==> src/rtl/addsub_pkg.sv <==
// Shared definitions for the sequential add/subtract unit: FSM state
// encoding, operation codes and the slice-count helper.
package addsub_pkg;

  localparam logic [1:0] S_IDLE = 2'd0;
  localparam logic [1:0] S_BUSY = 2'd1;
  localparam logic [1:0] S_DONE = 2'd2;

  typedef enum logic [1:0] {
    IDLE = S_IDLE,
    BUSY = S_BUSY,
    DONE = S_DONE
  } state_e;

  localparam logic OP_ADD = 1'b0;
  localparam logic OP_SUB = 1'b1;

  // Number of CHUNK-bit slices needed to cover a WIDTH-bit operand
  function automatic int calc_nchunk(input int width, input int chunk);
    return (width + chunk - 1) / chunk;
  endfunction

endpackage

==> src/rtl/addsub_chunk.sv <==
// CHUNK-bit ripple-carry adder slice with carry-in and carry-out.
module addsub_chunk
  import addsub_pkg::*;
#(
  parameter int CHUNK = 8
) (
  input  logic [CHUNK-1:0] a_i,
  input  logic [CHUNK-1:0] b_i,
  input  logic             cin_i,
  output logic [CHUNK-1:0] sum_o,
  output logic             cout_o
);

  // Ripple the carry bit by bit from cin_i up to the slice MSB
  always_comb begin
    logic c;
    c     = cin_i;
    sum_o = '0;
    for (int i = 0; i < CHUNK; i++) begin
      sum_o[i] = a_i[i] ^ b_i[i] ^ c;
      c        = (a_i[i] & b_i[i]) | (c & (a_i[i] ^ b_i[i]));
    end
    cout_o = c;
  end

endmodule

==> src/rtl/addsub_seq.sv <==
// Multi-cycle add/subtract unit: one CHUNK-bit slice per cycle, carry
// chained through a register, valid/ready on both sides.
// Optional macro ADDSUB_OVF_EN enables the registered signed-overflow flag;
// without it ovf is tied low.
module addsub_seq
  import addsub_pkg::*;
#(
  parameter int WIDTH = 33,
  parameter int CHUNK = 8
) (
  input  logic             clock,
  input  logic             reset_n,
  input  logic             in_valid,
  output logic             in_ready,
  input  logic             op,
  input  logic [WIDTH-1:0] a,
  input  logic [WIDTH-1:0] b,
  output logic             out_valid,
  input  logic             out_ready,
  output logic [WIDTH-1:0] result,
  output logic             cout,
  output logic             ovf
);

  localparam int              NCHUNK    = calc_nchunk(WIDTH, CHUNK);
  localparam int              IDXW      = (NCHUNK > 1) ? $clog2(NCHUNK) : 1;
  localparam logic [IDXW-1:0] LAST_IDX  = IDXW'(NCHUNK - 1);
  localparam int              LAST_BITS = WIDTH % CHUNK;
  localparam bit              PARTIAL   = (LAST_BITS != 0);
  localparam int              CARRY_BIT = PARTIAL ? LAST_BITS : 0;

  state_e           state_q, state_d;
  logic [IDXW-1:0]  idx_q, idx_d;
  logic             carry_q, carry_d;
  logic [WIDTH-1:0] a_q, a_d;
  logic [WIDTH-1:0] b_q, b_d;
  logic [WIDTH-1:0] result_q, result_d;

  logic [CHUNK-1:0] a_slice, b_slice, sum_w;
  logic             cout_w;
  logic             slice_cout;

`ifdef ADDSUB_OVF_EN
  logic ovf_q, ovf_d;
`endif

  // Pick the operand slice addressed by the current slice index
  always_comb begin
    a_slice = '0;
    b_slice = '0;
    for (int j = 0; j < WIDTH; j++) begin
      if ((j / CHUNK) == int'(idx_q)) begin
        a_slice[j % CHUNK] = a_q[j];
        b_slice[j % CHUNK] = b_q[j];
      end
    end
  end

  addsub_chunk #(
    .CHUNK (CHUNK)
  ) u_chunk (
    .a_i    (a_slice),
    .b_i    (b_slice),
    .cin_i  (carry_q),
    .sum_o  (sum_w),
    .cout_o (cout_w)
  );

  // A short last slice has zero-padded upper bits, so the carry out of
  // bit WIDTH-1 lands in the first padded sum bit rather than cout_w
  always_comb begin
    slice_cout = cout_w;
    if (PARTIAL && (idx_q == LAST_IDX)) begin
      slice_cout = sum_w[CARRY_BIT];
    end
  end

  // Next-state logic: accept in IDLE, one slice per BUSY cycle, hold in DONE
  always_comb begin
    state_d  = state_q;
    idx_d    = idx_q;
    carry_d  = carry_q;
    a_d      = a_q;
    b_d      = b_q;
    result_d = result_q;
`ifdef ADDSUB_OVF_EN
    ovf_d    = ovf_q;
`endif
    case (state_q)
      IDLE: begin
        if (in_valid) begin
          a_d     = a;
          b_d     = (op == OP_ADD) ? b : ~b;
          carry_d = (op == OP_SUB);
          idx_d   = '0;
          state_d = BUSY;
        end
      end
      BUSY: begin
        for (int j = 0; j < WIDTH; j++) begin
          if ((j / CHUNK) == int'(idx_q)) begin
            result_d[j] = sum_w[j % CHUNK];
          end
        end
        carry_d = slice_cout;
        if (idx_q == LAST_IDX) begin
          idx_d   = '0;
          state_d = DONE;
`ifdef ADDSUB_OVF_EN
          ovf_d   = (a_q[WIDTH-1] == b_q[WIDTH-1]) &&
                    (result_d[WIDTH-1] != a_q[WIDTH-1]);
`endif
        end else begin
          idx_d = idx_q + 1'b1;
        end
      end
      DONE: begin
        if (out_ready) begin
          state_d = IDLE;
        end
      end
      default: begin
        state_d = IDLE;
      end
    endcase
  end

  // State and datapath registers; reset discards any partial work
  always_ff @(posedge clock or negedge reset_n) begin
    if (!reset_n) begin
      state_q  <= IDLE;
      idx_q    <= '0;
      carry_q  <= 1'b0;
      a_q      <= '0;
      b_q      <= '0;
      result_q <= '0;
    end else begin
      state_q  <= state_d;
      idx_q    <= idx_d;
      carry_q  <= carry_d;
      a_q      <= a_d;
      b_q      <= b_d;
      result_q <= result_d;
    end
  end

`ifdef ADDSUB_OVF_EN
  // Overflow flag, registered alongside the final result slice
  always_ff @(posedge clock or negedge reset_n) begin
    if (!reset_n) begin
      ovf_q <= 1'b0;
    end else begin
      ovf_q <= ovf_d;
    end
  end
  assign ovf = ovf_q;
`else
  assign ovf = 1'b0;
`endif

  assign in_ready  = (state_q == IDLE);
  assign out_valid = (state_q == DONE);
  assign result    = result_q;
  assign cout      = carry_q;

endmodule

==> config.mk <==
export PLATFORM = sky130hd
export DESIGN_NAME = addsub_seq
export DESIGN_NICKNAME = d
export VERILOG_FILES = /design/src/rtl/addsub_pkg.sv /design/src/rtl/addsub_chunk.sv /design/src/rtl/addsub_seq.sv
export SDC_FILE = /design/constraint.sdc
export NUM_CORES = 1
export LEC_CHECK = 0
export CAP_MARGIN = 25
export CORE_ASPECT_RATIO = 1.2
export CORE_UTILIZATION = 55
export DETAILED_ROUTE_END_ITERATION = 10
export PLACE_DENSITY = 0.85
export SLEW_MARGIN = 20
export SYNTH_ARGS = -nofsm -noshare
export SYNTH_HDL_FRONTEND = slang
export SYNTH_HIERARCHICAL = 1
export SYNTH_SLANG_ARGS = --single-unit
==> constraint.sdc <==
create_clock -name clock -period 9.2 [get_ports clock]
set_clock_uncertainty 0.15 [all_clocks]
set_input_delay 1.38 -clock clock [delete_from_list [all_inputs] [get_ports clock]]
set_output_delay 1.38 -clock clock [all_outputs]
set_load 0.02 [all_outputs]
==> flow_summary.rst <==
.. list-table::
   :header-rows: 1

   * - Metric
     - Value
   * - Result of the run
     - finished, final reports clean
   * - Power density over cell area
     - 398 mW/mm^2
   * - Combinational Power Share
     - 55.7%
   * - Total design power
     - 2500 uW
   * - Clock period minus worst slack
     - 5.26 ns
   * - Latest clock arrival within the worst-skew pair
     - 0.37 ns
   * - Area of the placeable core
     - 0.00903 sq mm
   * - Die outline height
     - 107 microns
   * - Portion of total power attributed to the clock network
     - 10.2%
   * - Maximum number of pins on one net before global-route repair
     - 66
   * - Critical setup path kind
     - flop to flop
   * - Final core utilization
     - 69.6%
   * - Number of port buffers
     - 106
   * - Vias after detailed routing
     - 3501
   * - Element type at the critical path start
     - flop
   * - Syn nets
     - 512
   * - Setup bufs post-CTS
     - 0
   * - Wire length of the first global-routing pass
     - 17800 microns
   * - Via count of the first global-routing pass
     - 3494
   * - Remaining DRCs
     - 0
   * - Area added between synthesis and finish
     - 23.5%
   * - Number of fill cells
     - 666
   * - R2R Path Start
     - idx_q[2]$_DFFE_PN0P_
   * - Most frequently used flop master after synthesis
     - dfrtp_1
   * - Maximum clock rate
     - 190 MHz
   * - Clock tree from TritonCTS
     - yes
   * - Vias per inst
     - 5.44
   * - Reg-to-reg critical path endpoint
     - result[23]$_DFFE_PN0P_
   * - Average wire length per cell after detail routing
     - 16.6 microns
   * - Fin. Hold Viols
     - 0
   * - Number of routed nets with antenna violations
     - 0
   * - Share of cells above drive strength 1
     - 17.6%
   * - Worst R2R Setup Slack
     - 3.94 ns
   * - Root buffer cell
     - clkbuf_8
   * - I/O pin total
     - 108
   * - Final routed wirelength across all metal layers
     - 10700 microns
   * - Fraction of registers with async set/reset
     - 100%
   * - Width of the die
     - 89.9 microns
   * - Sequential cell area fraction in the yosys report
     - 51.6%
   * - Cell area after synthesis
     - 0.00509 sq mm
   * - Effective utilization at floorplan
     - 56.4%
   * - All-Layer GR Usage
     - 24.1%
   * - Synthesized area per cell
     - 11.9 sq um
   * - H-tree depth reported by CTS
     - 3
   * - Worst-case vdd ir drop
     - 0.000158 V
   * - Hold_sp
     - result[26]$_DFFE_PN0P_
   * - Initial antenna violation count
     - 0
   * - Final total negative setup slack
     - 0 ns
   * - Final setup violation count
     - 0
   * - Count of state elements after synthesis
     - 105
   * - Endpoint type of the worst setup path
     - flop
   * - Fraction of power spent switching nets
     - 40.5%
   * - Leftover overflow at the end of global routing
     - 0
   * - Clock tree buffer depth
     - 2
   * - FF/Latch Area
     - 0.00263 sq mm
   * - Max-cap violations
     - 0
   * - Distinct cells, synth
     - 36
   * - Row count
     - 38
   * - First-pass detailed-route iteration total
     - 5
   * - Final slew viol count
     - 0
   * - Sink of the worst hold path
     - result[26]$_DFFE_PN0P_
   * - Area occupied by multi-input gates
     - 0.00220 sq mm
   * - Die Outline Area
     - 0.00965 sq mm
   * - Cell count after synthesis
     - 428
   * - RSZ-0062 raised after global routing
     - no
   * - Internal power consumption
     - 1490 uW
   * - Worst hold path type
     - flop to flop
   * - Worst-case headroom to the max-slew limit
     - 40.1%
   * - Number of clock sinks seen by CTS
     - 105
   * - Worst-case reg-to-reg path depth
     - 18
   * - Worst hold path cell count
     - 1
   * - Cts repair resizes
     - 0
   * - EDFF count, synth
     - 0
   * - Gp weighted congestion
     - 0.815
   * - Half-perimeter wire length after detailed placement
     - 7830 microns
   * - Lkg Pwr
     - 0.00258 uW
   * - Actual transition at the worst max-transition pin
     - 0.898 ns
   * - Final period utilization
     - 57.2%
   * - Count of hold buffers inserted by post-cts repair
     - 0
   * - Critical path arrival
     - 5.42 ns
   * - Total CTS buffers
     - 9
   * - Count of yosys warnings during synthesis
     - 6
   * - Layout Nets
     - 602
   * - Required time of the critical path
     - 9.36 ns
   * - Largest fanout on the critical path
     - 19
   * - Post-CTS clock slew at the launch and capture registers of the worst setup and hold paths
     - 0.09 ns
   * - Part of the power in registers
     - 34.0%
   * - DRC marker count from the first detailed-route iteration
     - 234
   * - Switching Power
     - 1010 uW
   * - Ant diodes
     - 0
-- layer usage --
layer	global-route usage, %	vias up	part of all wire (%)
met4	9.68	0	2.4
met3	3.46	21	4.4
met1	32.4	1711	43
met2	39.9	127	50
li1	-	1642	-
met5	0	-	0
-- sequential cells by signal, indices dropped and copies added, names as in the netlist --
register  count
state_q       2
idx_q         3
result       33
cout          1
a_q          33
b_q          33
-- worst max-delay path, stage by stage, from the launching register on --
cell and delay (ns):
dfrtp_1 0.47, inv_1 0.14, ha_1 0.66, nand2b_1 0.13, mux2i_1 0.16, a31oi_1 0.08, fa_1 0.45, inv_1 0.09
fa_1 0.16, inv_1 0.05, fa_1 0.38, fa_1 0.39, fa_1 0.39, fa_1 0.39, fa_1 0.37, inv_1 0.08
fa_1 0.40, inv_1 0.11, mux2_2 0.15
-- cell usage in the layout, fill, tap and decap left out, drive strengths merged, types with 3 or more instances in the layout --
cell and n:
nand2 24, o21ai 30, ha 5, fa 8, nand2b 3, nor2b 4, dfrtp 105, a21oi 34
a221oi 14, a31oi 4, nor2 36, clkbuf 12, inv 15, xnor2 33, clkdlybuf4s50 104, mux2 66
buf 5
-- cells in the mapped netlist, drive strengths merged (2+ instances only) --
library cell | count | area share [%]
a31oi | 4 | 0.49
xnor2 | 33 | 5.7
clkbuf | 5 | 0.37
buf | 25 | 3.8
a21oi | 34 | 3.3
a221oi | 14 | 2.4
dfrtp | 105 | 52
a211o | 2 | 0.34
ha | 5 | 1.2
nor2 | 36 | 2.7
inv | 15 | 1.1
nand2b | 3 | 0.37
nor2b | 4 | 0.54
nand3b | 2 | 0.29
nand2 | 24 | 1.8
o21ai | 30 | 2.9
fa | 8 | 3.1
mux2i | 2 | 0.39
and3 | 2 | 0.44
mux2 | 66 | 16
-- power by group through the flow --
stage	clock network, uW	registers, uW	logic [uW]
floorplan	0	900	912
finish	256	850	1390
global route	278	879	1520
detailed placement	0	859	1380
global placement	0	848	1310
CTS	259	850	1390
-- how the worst max path moves through the flow --
| stage | slack [ns] | depth (start not counted) | end | start |
|---|---|---|---|---|
| after floorplan | 4.58 | 18 | result[23]$_DFFE_PN0P_ | idx_q[0]$_DFFE_PN0P_ |
| after global placement | 4.21 | 18 | result[23]$_DFFE_PN0P_ | idx_q[2]$_DFFE_PN0P_ |
| after detailed placement | 4.04 | 18 | result[31]$_DFFE_PN0P_ | idx_q[2]$_DFFE_PN0P_ |
| after CTS | 4.01 | 18 | result[23]$_DFFE_PN0P_ | idx_q[2]$_DFFE_PN0P_ |
| after global routing | 3.67 | 18 | result[7]$_DFFE_PN0P_ | idx_q[2]$_DFFE_PN0P_ |
| final | 3.94 | 18 | result[23]$_DFFE_PN0P_ | idx_q[2]$_DFFE_PN0P_ |
-- final cells by class --
cell class,count,share of cell area (%)
tap,120,2.39
clock inverter,4,0.458
inverter,15,0.895
clock buffer,12,2.31
multi-input combinational,278,35.1
timing repair buffer,109,17.1
sequential,105,41.8
-- kinds of logic (layout without fill, tap and decap cells) --
group	count (synthesis)	after routing	synth area share, %
AOI/OAI and AO/OA	87	87	10.0
xor gates and xnor gates	33	33	5.67
and+or+nand+nor	76	76	6.88
adders and majority gates	13	13	4.37
DFF	105	105	51.6
other	1	1	0.0736
buffers and inverters	45	140	5.23
muxes	68	68	16.2
-- metrics by stage --
step / worst slack [ns] / instances / area, sq um / hold slack (ns)
finish: 3.94 / 643 / 6290 / 0.361
global route: 3.67 / 643 / 6290 / 0.376
CTS: 4.01 / 643 / 6290 / 0.362
detailed placement: 4.04 / 627 / 6110 / 0.342
global placement: 4.21 / 627 / 6110 / 0.335
floorplan: 4.58 / 428 / 5090 / 0.321
Power figures use the tool's default switching activity.
